<file path="src/rtl/vga_draw_arbiter_pkg.sv">
// mv_draw_pkg: shared VGA drawing widths, screen geometry and arbiter state encoding.
package mv_draw_pkg;
    localparam int X_W      = 9;
    localparam int Y_W      = 8;
    localparam int COLOR_W  = 3;
    localparam int SCREEN_W = 320;
    localparam int SCREEN_H = 240;
    typedef enum logic [1:0] {IDLE, OWN, GAP} arb_state_e;
endpackage

</file>
<file path="src/rtl/vga_draw_arbiter_if.sv">
// vga_draw_arbiter_if: requester bundle on one side, VGA adapter pixel port on the other.
interface vga_draw_arbiter_if #(
    parameter int NUM_REQ = 3
);
    logic [NUM_REQ-1:0]                     req;
    logic [NUM_REQ-1:0]                     plot_in;
    logic [NUM_REQ*mv_draw_pkg::X_W-1:0]     x_in;
    logic [NUM_REQ*mv_draw_pkg::Y_W-1:0]     y_in;
    logic [NUM_REQ*mv_draw_pkg::COLOR_W-1:0] color_in;
    logic [NUM_REQ-1:0]                     grant;
    logic                                   busy;
    logic                                   timeout_err;
    logic                                   plot;
    logic [mv_draw_pkg::X_W-1:0]             X;
    logic [mv_draw_pkg::Y_W-1:0]             Y;
    logic [mv_draw_pkg::COLOR_W-1:0]         color;
    modport master (
        output req, plot_in, x_in, y_in, color_in,
        input  grant, busy, timeout_err, plot, X, Y, color
    );
    modport slave (
        input  req, plot_in, x_in, y_in, color_in,
        output grant, busy, timeout_err, plot, X, Y, color
    );
endinterface

</file>
<file path="src/rtl/vga_draw_arbiter_rr_picker.sv">
// rr_picker: combinational round-robin pick of the first eligible index after the pointer.
module rr_picker #(
    parameter int N  = 3,
    parameter int PW = 2
) (
    input  logic [N-1:0]  eligible_i,
    input  logic [PW-1:0] ptr_i,
    output logic [N-1:0]  grant_o,
    output logic [PW-1:0] idx_o,
    output logic          valid_o
);
    logic [PW-1:0] k;
    always_comb begin
        grant_o = '0;
        idx_o   = '0;
        valid_o = 1'b0;
        k       = '0;
        for (int i = 1; i <= N; i++) begin
            k = PW'((int'(ptr_i) + i) % N);
            if (!valid_o && eligible_i[k]) begin
                valid_o    = 1'b1;
                idx_o      = k;
                grant_o[k] = 1'b1;
            end
        end
    end
endmodule

</file>
<file path="src/rtl/vga_draw_arbiter.sv">
// vga_draw_arbiter: round-robin ownership of the VGA pixel port with a hold watchdog.
module vga_draw_arbiter
    import mv_draw_pkg::*;
#(
    parameter int NUM_REQ  = 3,
    parameter int MAX_HOLD = 131072
) (
    input logic               clock,
    input logic               resetn,
    vga_draw_arbiter_if.slave bus
);
    localparam int PW = (NUM_REQ > 1) ? $clog2(NUM_REQ) : 1;
    localparam int CW = (MAX_HOLD > 0) ? $clog2(MAX_HOLD + 1) : 1;

    arb_state_e         state_q;
    logic [NUM_REQ-1:0] grant_q, lock_q, pick_grant;
    logic [PW-1:0]      owner_q, ptr_q, pick_idx;
    logic [CW-1:0]      cnt_q, cnt_d;
    logic               busy_q, tout_q, plot_q, pick_valid, expire, own_req, own_plot;
    logic [X_W-1:0]     x_q, own_x;
    logic [Y_W-1:0]     y_q, own_y;
    logic [COLOR_W-1:0] color_q, own_color;

    rr_picker #(.N(NUM_REQ), .PW(PW)) u_pick (
        .eligible_i (bus.req & ~lock_q),
        .ptr_i      (ptr_q),
        .grant_o    (pick_grant),
        .idx_o      (pick_idx),
        .valid_o    (pick_valid)
    );

    always_comb begin
        own_req   = 1'b0;
        own_plot  = 1'b0;
        own_x     = '0;
        own_y     = '0;
        own_color = '0;
        for (int k = 0; k < NUM_REQ; k++) begin
            if (owner_q == PW'(k)) begin
                own_req   = bus.req[k];
                own_plot  = bus.plot_in[k];
                own_x     = bus.x_in[k*X_W +: X_W];
                own_y     = bus.y_in[k*Y_W +: Y_W];
                own_color = bus.color_in[k*COLOR_W +: COLOR_W];
            end
        end
        cnt_d  = &cnt_q ? cnt_q : cnt_q + 1'b1;
        expire = (MAX_HOLD != 0) && (cnt_d == CW'(MAX_HOLD));
    end

    always_ff @(posedge clock) begin
        if (!resetn) begin
            state_q <= IDLE;
            grant_q <= '0;
            lock_q  <= '0;
            owner_q <= '0;
            ptr_q   <= PW'(NUM_REQ - 1);
            cnt_q   <= '0;
            busy_q  <= 1'b0;
            tout_q  <= 1'b0;
            plot_q  <= 1'b0;
            x_q     <= '0;
            y_q     <= '0;
            color_q <= '0;
        end else begin
            tout_q <= 1'b0;
            lock_q <= lock_q & bus.req;
            case (state_q)
                IDLE: if (pick_valid) begin
                    grant_q <= pick_grant;
                    owner_q <= pick_idx;
                    busy_q  <= 1'b1;
                    state_q <= OWN;
                end
                OWN: begin
                    cnt_q   <= cnt_d;
                    x_q     <= own_x;
                    y_q     <= own_y;
                    color_q <= own_color;
                    // a requester dropping req on the expiry cycle is a clean release
                    if (!own_req || expire) begin
                        grant_q <= '0;
                        busy_q  <= 1'b0;
                        plot_q  <= 1'b0;
                        ptr_q   <= owner_q;
                        state_q <= GAP;
                        if (own_req) begin
                            tout_q          <= 1'b1;
                            lock_q[owner_q] <= 1'b1;
                        end
                    end else begin
                        plot_q <= own_plot;
                    end
                end
                GAP: begin
                    cnt_q   <= '0;
                    state_q <= IDLE;
                end
                default: state_q <= IDLE;
            endcase
        end
    end

    assign bus.grant       = grant_q;
    assign bus.busy        = busy_q;
    assign bus.timeout_err = tout_q;
    assign bus.plot        = plot_q;
    assign bus.X           = x_q;
    assign bus.Y           = y_q;
    assign bus.color       = color_q;
endmodule

</file>
<file path="src/flat_wrapper.sv">
// flat-port wrapper written by rule: the top's interface ports become plain ports
module vga_draw_arbiter_flat import mv_draw_pkg::*;
#(
    parameter int NUM_REQ  = 3,
    parameter int MAX_HOLD = 131072
)
  (clock, resetn, bus_req, bus_plot_in, bus_x_in, bus_y_in, bus_color_in, bus_grant, bus_busy, bus_timeout_err, bus_plot, bus_X, bus_Y, bus_color);
  vga_draw_arbiter_if #(.NUM_REQ(NUM_REQ)) bus_i ();
  input logic clock;
  input logic resetn;
  input wire logic [$bits(bus_i.req)-1:0] bus_req;
  input wire logic [$bits(bus_i.plot_in)-1:0] bus_plot_in;
  input wire logic [$bits(bus_i.x_in)-1:0] bus_x_in;
  input wire logic [$bits(bus_i.y_in)-1:0] bus_y_in;
  input wire logic [$bits(bus_i.color_in)-1:0] bus_color_in;
  output wire logic [$bits(bus_i.grant)-1:0] bus_grant;
  output wire logic [$bits(bus_i.busy)-1:0] bus_busy;
  output wire logic [$bits(bus_i.timeout_err)-1:0] bus_timeout_err;
  output wire logic [$bits(bus_i.plot)-1:0] bus_plot;
  output wire logic [$bits(bus_i.X)-1:0] bus_X;
  output wire logic [$bits(bus_i.Y)-1:0] bus_Y;
  output wire logic [$bits(bus_i.color)-1:0] bus_color;
  assign bus_i.req = bus_req;
  assign bus_i.plot_in = bus_plot_in;
  assign bus_i.x_in = bus_x_in;
  assign bus_i.y_in = bus_y_in;
  assign bus_i.color_in = bus_color_in;
  assign bus_grant = bus_i.grant;
  assign bus_busy = bus_i.busy;
  assign bus_timeout_err = bus_i.timeout_err;
  assign bus_plot = bus_i.plot;
  assign bus_X = bus_i.X;
  assign bus_Y = bus_i.Y;
  assign bus_color = bus_i.color;
  vga_draw_arbiter #(.NUM_REQ(NUM_REQ), .MAX_HOLD(MAX_HOLD)) u_core (.clock(clock), .resetn(resetn), .bus(bus_i));
endmodule
</file>
<file path="config.mk">
export PLATFORM = sky130hd
export DESIGN_NAME = vga_draw_arbiter_flat
export DESIGN_NICKNAME = d
export VERILOG_FILES = /design/src/rtl/vga_draw_arbiter_pkg.sv /design/src/rtl/vga_draw_arbiter_if.sv /design/src/rtl/vga_draw_arbiter_rr_picker.sv /design/src/rtl/vga_draw_arbiter.sv /design/src/flat_wrapper.sv
export SDC_FILE = /design/constraint.sdc
export NUM_CORES = 1
export LEC_CHECK = 0
export ABC_AREA = 0
export ABC_CLOCK_PERIOD_IN_PS = 4300
export CORE_MARGIN = 2
export CORE_UTILIZATION = 45
export DETAILED_ROUTE_END_ITERATION = 7
export DONT_BUFFER_PORTS = 1
export MAX_ROUTING_LAYER = met4
export PLACE_DENSITY = 0.62
export REMOVE_ABC_BUFFERS = 1
export SLEW_MARGIN = 20
export SYNTH_ARGS = -nofsm -noshare
export SYNTH_HDL_FRONTEND = slang
export SYNTH_HIERARCHICAL = 1
export SYNTH_SLANG_ARGS = --single-unit
</file>
<file path="constraint.sdc">
create_clock -name clock -period 4.3 [get_ports clock]
set_input_delay 0.86 -clock clock [delete_from_list [all_inputs] [get_ports clock]]
set_output_delay 0.86 -clock clock [all_outputs]
set_load 0.1 [all_outputs]
</file>
== After elaboration in Yosys (flattened, before gate mapping) ==
Cells that the tools add are included.
Storage, ports and cells
  register bits: 53
  input bits: 68
  output and inout port bits: 26
  word-level logic and storage cells: 114
Operators by class
  add/sub/neg operators: 4
  divide/modulo/power cells: 3
  magnitude comparators: 8
  equal/unequal tests: 7
  muxes and demuxes: 54
  bitwise logic cells: 6
  reduce and logical (&&, ||, !) cells: 20
Operators by type and width (number)
  32-bit by 3-bit modulo with 32-bit output (second input constant): 3
  18-bit case mux with 2 select lines: 1
  3-bit 2-to-1 mux: 11
  9-bit 2-to-1 mux: 3
  8-bit 2-to-1 mux: 3
  1-bit 2-to-1 mux: 20
  18-bit by 1-bit adder with 18-bit output (second input constant): 1
  18-bit == test (second input constant): 1
  18-bit 2-to-1 mux: 1
  18-bit AND reduction: 1
  2-bit by 3-bit less-than comparator with 1-bit output (second input constant): 4
  2-bit 2-to-1 mux: 5
  3-bit OR: 3
  1-bit demux with 2-bit select: 4
  2-bit by 1-bit greater-or-equal comparator with 1-bit output (second input constant): 4
  2-bit by 2-bit adder with 3-bit output (second input constant): 2
  3-bit bitwise AND: 2
  1-bit binary-select mux with 2-bit select: 3
  1-bit logical AND: 6
  3-bit case mux with 2 select lines: 1
  2-bit AND reduction: 3
  3-bit AND reduction: 2
  2-bit by 1-bit == test with 1-bit output (second input constant): 2
  2-bit == test (second input constant): 2
  other kinds (9): 14

== Longest topological paths before layout ==
Gate-level depths: netlist of run 1.
  depth after elaboration: 13
  depth in mapped cells: 11
  gate-level depth less buffers: 10

== By module ==
Netlist of run 1, hierarchy kept.
By module, submodules not included
  vga_draw_arbiter: instances 1, cells an instance 392, area each 3288.2 um^2, sequential area each 1061.0 um^2
  rr_picker: instances 1, cells an instance 41, area each 297.8 um^2, sequential area each 0.0 um^2

== Least setup slack after synthesis of run 1 ==
No wires, ideal clock.
  kind: flip-flop to flip-flop
  from: register u_core.cnt_q[0]
  to: register u_core.lock_q[1]
  library setup time: 70 ps
  arrival: 2691 ps
  required time: 4230 ps
  slack: 1539 ps
  cell stages (with the launch flop): 12
  buffers on the path: 3
  clock period less this slack: 2761 ps
  path through: dfxtp_1 ha_1 clkbuf_2 nand2_1 or4_1 buf_2 o21ai_0 mux2i_1 nand4b_4 buf_6 nand3b_1 a21boi_1
Between the ends
  word-level cells in the longest chain between the ends: 6
  elaborated cells on any way between the ends: 7
  classes of those cells: add/sub (1); eq/ne (1); mux (3); reduce/logical (2)
Ends and longest elaborated chain
  start, declared: line vga_draw_arbiter.sv:18  | logic [CW-1:0] cnt_q, cnt_d;
  start signal, assigned: line vga_draw_arbiter.sv:76  | cnt_q <= cnt_d;
  18-bit by 1-bit adder with 18-bit output / 18-bit AND reduction (equally long branches): line vga_draw_arbiter.sv:47  | cnt_d = &cnt_q ? cnt_q : cnt_q + 1'b1;
  18-bit 2-to-1 mux (*): line vga_draw_arbiter.sv:47
  18-bit == test (*): line vga_draw_arbiter.sv:48  | expire = (MAX_HOLD != 0) && (cnt_d == CW'(MAX_HOLD));
  1-bit logical OR (*): line vga_draw_arbiter.sv:81  | if (!own_req || expire) begin
  3-bit 2-to-1 mux (*): line vga_draw_arbiter.sv:81
  3-bit 2-to-1 mux (*): line vga_draw_arbiter.sv:68  | case (state_q)
  end signal, assigned: line vga_draw_arbiter.sv:67  | lock_q <= lock_q & bus.req;
  end, declared: line vga_draw_arbiter.sv:16  | logic [NUM_REQ-1:0] grant_q, lock_q, pick_grant;
Every way passes the cells marked *; elsewhere a longest branch is shown, timed or not.
A chain may end at the register's enable or synchronous reset.

== Worst setup path in the final report of run 1 ==
  from: register u_core.cnt_q[1]
  to: register u_core.lock_q[0]
The elaborated chain is that of the path after synthesis.

==> impl_metrics.csv, run 1 <==
group,metric,value,unit
outcome,status,"finished, final reports clean",
sta,finalHoldViolCount,0,
drt,initialDrtViolationCount,237,
drt,wl_per_cell,17.60,um
sta,post-route-period-util,75.57,%
worst_setup_path,required,4560,ps
run,drv_cap,0,
yosys,yosysTopAreaCell,"dfxtp_1",
yosys,synth_edf_count,0,
yosys,syn_avg_cell_area,8.282,um2
cts,hold_buffers,0,
floorplanning,die_y,93.27,um
place,gp_congestion,0.8849,
sta,tightest_slew,1026,ps
worst_setup_path,worstRegToRegCells,8,
place,preCtsSetupSlack,1080,ps
drt,drt-total-wl,9.044,mm
worst_setup_path,cp-start-kind,"flip-flop",
worst_setup_path,crit_arrival,3510,ps
power,power-per-cell-area,650.8,mW/mm2
sta,rsz0062_at_grt,"no",
floorplanning,dieArea,0.008698,mm2
cts,clkTransAtPathRegs,100,ps
cells_and_area,final_cell_area,0.003714,mm2
yosys,synth.top_cell.area_share,29.59,%
power,peakVddDrop,0.4043,mV
sta,slew_viol_final,0,
worst_setup_path,end_kind,"flip-flop",
drt,dr.pass1.iters,4,
sta,maxSlewHeadroom,31.50,%
yosys,yosys_warnings,6,
sta,whs,471.0,ps
cells_and_area,final_common_cell,"dfxtp_1",
drt,ant_nets,0,
floorplanning,io_pins,94,
worst_setup_path,rr_endpoint,"u_core/lock_q[0]",
sta,fmax,307.7,MHz
place,placed_area,0.003602,mm2
yosys,synthTopCellsByArea,"dfxtp_1, mux2i_1, o211a_1, nand2_1, o211ai_1",
floorplanning,start_util,46.41,%
place,io_buffer_count,0,
cts,cts_setup_buffers,0,
drt,vias,3209,
floorplanning,die_w,93.27,um
sta,setup_viol,0,
hold_path,hold_path.class,"flip-flop to flip-flop",
cts,h-tree-depth,2,
cts,cts.path.max_buffers,2,
power,p_total,2.417,mW
sta,period_minus_slack,3250,ps
worst_setup_path,worst-r2r-setup-slack,1050,ps
sta,clock_skew,12.70,ps
worst_setup_path,crit_path_max_fanout,14,
global_route,grt_max_degree,61,
global_route,antenna_found_initial,0,
sta,setup_tns,0,ps
cts,numCtsBuffers,5,
cts,insertion_delay,310,ps
yosys,ys_seq_area_share,29.59,%
place,dp_hpwl,6.386,mm
global_route,grt_pass1_wl,14.88,mm
cells_and_area,area_growth,3.559,%
yosys,ys_ff_latch,53,
cells_and_area,nNetsFinal,488,
drt,drcViolationCount,0,
worst_setup_path,cp-startpoint,"u_core/cnt_q[1]",
cells_and_area,antenna_cells,0,
yosys,ys.flop_type,"dfxtp_1",
cells_and_area,drive_above_1_share,7.282,%
cts,post_cts_resized,0,
global_route,grt_pass1_vias,3031,
cells_and_area,final_cell_mix,"dfxtp_1, nand2_1, mux2i_1",
cts,clock_sinks,53,
worst_setup_path,critPathKind,"flip-flop to flip-flop",
floorplanning,coreArea,0.007727,mm2
drt,vias_per_cell,6.243,
worst_setup_path,r2r_start,"u_core/cnt_q[1]",
yosys,syn_inst,433,
global_route,grt_util_all_layers,21.62,%
sta,worst_slack,1050,ps
floorplanning,row_count,32,
global_route,overflow,0,
yosys,async_flop_share,0,%
yosys,synth_cell_types,67,
power,p_leak,1.357,nW
cts,root_buffer,"clkbuf_8",
yosys,syn-cell-area,0.003586,mm2
cts,tritoncts,"yes",
worst_setup_path,cp-endpoint,"u_core/lock_q[0]",
-- per-layer routing --
layer | part of all wire (%) | global-route usage [%] | vias to the layer above
met2 | 46 | 34.35 | 130
met5 | 0 | - | -
met1 | 44 | 27.57 | 1490
met4 | 1.6 | 6.618 | 0
met3 | 8.3 | 4.754 | 9
li1 | - | - | 1580
-- cells by family after synthesis --
logic type | after synthesis | share of synthesized area (%)
AOI/OAI and AO/OA | 133 | 28.54
adders and majority gates | 9 | 3.140
DFF | 53 | 29.59
and+or+nand+nor | 158 | 23.94
muxes | 30 | 8.409
buffers and inverters | 46 | 5.408
xor gates and xnor gates | 4 | 0.9771
-- final cells by class --
cell class                 instances  area (um2)
tap                              102       127.6
timing repair buffer               5       37.54
fill                             745        4014
inverter                          12       45.04
multi-input combinational        334        2331
clock buffer                       6       72.57
sequential                        53        1061
clock inverter                     2       38.79
-- worst min path at each step --
stage	from	endpoint	slack, ps	cells after the start
detailed placement	u_core/lock_q[1]	u_core/lock_q[1]	460	2
global placement	u_core/lock_q[1]	u_core/lock_q[1]	450	2
floorplan	u_core/lock_q[1]	u_core/lock_q[1]	440	2
CTS	u_core/lock_q[1]	u_core/lock_q[1]	470	2
finish	u_core/lock_q[1]	u_core/lock_q[1]	470	2
global route	u_core/lock_q[1]	u_core/lock_q[1]	490	2
-- power breakdown --
group	internal (mW)	leakage, nW	switching, mW
registers	0.592	0.432	0.638
logic	0.320	0.870	0.517
clock network	0.175	0.0554	0.174
total	1.09	1.36	1.33
-- stage by stage --
step                cells  utilization (%)
floorplan             399                -
global placement      506            46.62
detailed placement    506            46.62
CTS                   514            48.06
global route          514            48.06
finish                514            48.06
-- flip-flops by register name, indices dropped and copies added, names as in the netlist --
signal / flops
u_core/bus.X: 9
u_core/bus.busy: 1
u_core/state_q: 2
u_core/lock_q: 3
u_core/bus.Y: 8
u_core/bus.color: 3
u_core/bus.plot: 1
u_core/bus.timeout_err: 1
u_core/owner_q: 2
u_core/bus.grant: 3
u_core/cnt_q: 18
u_core/ptr_q: 2
-- cell usage after synthesis (all sizes together) (7+ instances only) --
library cell	count
buf	9
ha	9
dfxtp	53
o211a	19
nand2b	7
nor2	24
nand3	16
nor4	7
nand2	39
o21ai	24
a221oi	7
nor2b	18
nand4	9
mux2i	29
clkbuf	25
a21oi	16
a21boi	9
o211ai	17
nor3	10
inv	12
-- critical path, cell delays in order, from the launching register on --
cell and delay [ps]:
dfxtp_1 490, ha_1 350, nand2_1 210, or4_1 710, o21ai_0 320, mux2i_1 360
nand4b_4 260, o41ai_1 340, and2_1 160
Note: power is estimated with default switching activity, not from simulation.
==> run 2, diff against run 1 <==
- ABC_CLOCK_PERIOD_IN_PS: 4300 -> 3100
- clock period: 4.3 -> 3.1 ns (I/O delays scaled with it)
==> run 2 against run 1 <==
Compared with the run above: clock power up 22%; worst setup slack worse by 800 ps; clock-buffer cell count down 1; highest routed layer unchanged; clock skew about the same; global-route usage up 0.57 points; die area unchanged; via count up 0.28%; final area up 1.4%; sequential power up 39%; flip-flop and latch count unchanged; largest power group unchanged; largest cell class unchanged; first-iteration DRC count down 29%.
==> impl_metrics.csv, run 2 (synthesis results as in run 1) <==
group,metric,value,unit
outcome,status,"finished, final reports clean",
power,power-per-cell-area,881.5,mW/mm2
cts,insertion_delay,320,ps
drt,vias_per_cell,6.153,
floorplanning,row_count,32,
cells_and_area,antenna_cells,0,
cts,clock_sinks,53,
global_route,antenna_found_initial,0,
sta,tightest_slew,1047,ps
cts,root_buffer,"clkbuf_8",
hold_path,min_path_cells,1,
worst_setup_path,worstRegToRegCells,9,
cells_and_area,final_common_cell,"dfxtp_1",
worst_setup_path,crit_path_max_fanout,14,
floorplanning,dieArea,0.008698,mm2
cts,tritoncts,"yes",
cells_and_area,nNetsFinal,497,
drt,dr.pass1.iters,4,
cells_and_area,final_cell_mix,"dfxtp_1, nand2_1, mux2i_1",
global_route,grt_max_degree,61,
cts,h-tree-depth,2,
floorplanning,coreArea,0.007727,mm2
worst_setup_path,cp-startpoint,"u_core/cnt_q[1]",
cells_and_area,fin_util,48.74,%
place,gp_congestion,0.9534,
drt,drt-total-wl,9.347,mm
floorplanning,io_pins,94,
sta,post-route-period-util,91.82,%
cells_and_area,regMostFlops,"u_core/cnt_q",
worst_setup_path,worst-r2r-setup-slack,250,ps
worst_setup_path,cp-start-kind,"flip-flop",
hold_path,hold_path.class,"input pin to flip-flop",
place,io_buffer_count,0,
drt,drcViolationCount,0,
worst_setup_path,cp.depth,9,
cts,cts.path.max_buffers,2,
cells_and_area,nFillCells,752,
worst_setup_path,crit_family,"simple AND/OR/NAND/NOR gates",
run,drv_cap,0,
global_route,grt_util_all_layers,22.19,%
floorplanning,die_w,93.27,um
drt,wl_per_cell,17.87,um
worst_setup_path,crit_arrival,3110,ps
power,peakVddDrop,0.5478,mV
cts,clkTransAtPathRegs,110,ps
cells_and_area,area_growth,5.024,%
drt,vias,3218,
sta,setup_viol,0,
drt,initialDrtViolationCount,169,
cts,numCtsBuffers,5,
cells_and_area,drive_above_1_share,9.976,%
sta,slew_viol_final,0,
sta,setup_tns,0,ps
place,dp_hpwl,6.481,mm
floorplanning,start_util,46.41,%
floorplanning,die_y,93.27,um
sta,period_minus_slack,2847,ps
sta,maxSlewHeadroom,30.12,%
worst_setup_path,max_stage_delay,570,ps
global_route,grt_pass1_vias,3070,
global_route,grt_pass1_wl,15.17,mm
sta,rsz0062_at_grt,"no",
global_route,overflow,0,
worst_setup_path,path_cells,"ha_1, nand2_1, or4_1, buf_4, o22a_1, o32ai_4, nand4b_4, o41ai_1, and2_1",
worst_setup_path,r2r_start,"u_core/cnt_q[1]",
hold_path,hold_start,"resetn",
worst_setup_path,required,3360,ps
worst_setup_path,critPathKind,"flip-flop to flip-flop",
drt,ant_nets,0,
worst_setup_path,cp_slowest_cell,"or4_1",
cells_and_area,largest_register_ffs,18,
worst_setup_path,path_buf_inv,1,
sta,clock_skew,12.32,ps
worst_setup_path,end_kind,"flip-flop",
power,p_leak,1.394,nW
sta,finalHoldViolCount,0,
sta,fmax,351.3,MHz
-- run 2: cell types whose count changed in the layout (fill, tap and decap cells not counted), sizes merged --
| cell | previous run | this run |
|---|---|---|
| clkinv | 1 | 0 |
| clkinvlp | 0 | 1 |
| inv | 12 | 14 |
| clkbuf | 6 | 5 |
| bufinv | 1 | 0 |
| buf | 5 | 14 |
-- run 2: layer usage --
| metal | up-vias | wire, um | global-route usage [%] |
|---|---|---|---|
| met4 | 0 | 136 | 6.740 |
| met3 | 8 | 581 | 3.868 |
| li1 | 1598 | - | - |
| met5 | - | 0 | - |
| met1 | 1501 | 4246 | 28.08 |
| met2 | 111 | 4384 | 36.33 |
-- run 2: worst reg2reg max path: stages, from the launching register on --
cell	delay, ps
dfxtp_2	420
ha_1	180
nand2_1	160
or4_1	570
buf_4	190
o22a_1	230
o32ai_4	280
nand4b_4	270
o41ai_1	350
and2_1	150
-- run 2: timing repair --
| action | CTS | global route |
|---|---|---|
| resized for setup | 0 | 2 |
| hold buffers | 0 | 0 |
| setup buffers | 0 | 0 |
| setup endpoints to repair | 0 | 3 |
-- run 2: report_power, final --
part / total, mW / internal, mW / switching (mW)
combinational: 1.19 / 0.457 / 0.730
clock: 0.427 / 0.166 / 0.261
sequential: 1.71 / 0.824 / 0.883
total: 3.32 / 1.45 / 1.87
-- run 2: layout make-up --
| cell class | instances | area (um2) | area share (%) |
|---|---|---|---|
| Timing Repair Buffer | 14 | 105.1 | 2.791 |
| Tap cell | 102 | 127.6 | 3.389 |
| Clock buffer | 5 | 68.82 | 1.827 |
| Inverter | 12 | 45.04 | 1.196 |
| Sequential cell | 53 | 1064 | 28.24 |
| Clock inverter | 3 | 25.02 | 0.6645 |
| Multi-Input combinational cell | 334 | 2331 | 61.89 |
-- run 2: final timing paths --
path,to
hold / removal,u_core/lock_q[0]
hold reg to reg,u_core/lock_q[1]
setup / recovery,u_core/lock_q[0]
setup reg to reg,u_core/lock_q[0]
-- run 2: through the flow --
step | total power, mW | hold slack (ps) | cell area, um2 | std cells | setup slack (ps)
3_5_place_dp | 2.888 | 459.4 | 3670 | 515 | 187.9
4_1_cts | 3.320 | 422.6 | 3764 | 523 | 151.7
6_report | 3.320 | 430.3 | 3766 | 523 | 253.5
2_1_floorplan | 2.573 | 438.0 | 3437 | 399 | 242.0
3_3_place_gp | 2.868 | 451.8 | 3670 | 515 | 285.6
5_1_grt | 3.520 | 422.6 | 3766 | 523 | 1.542
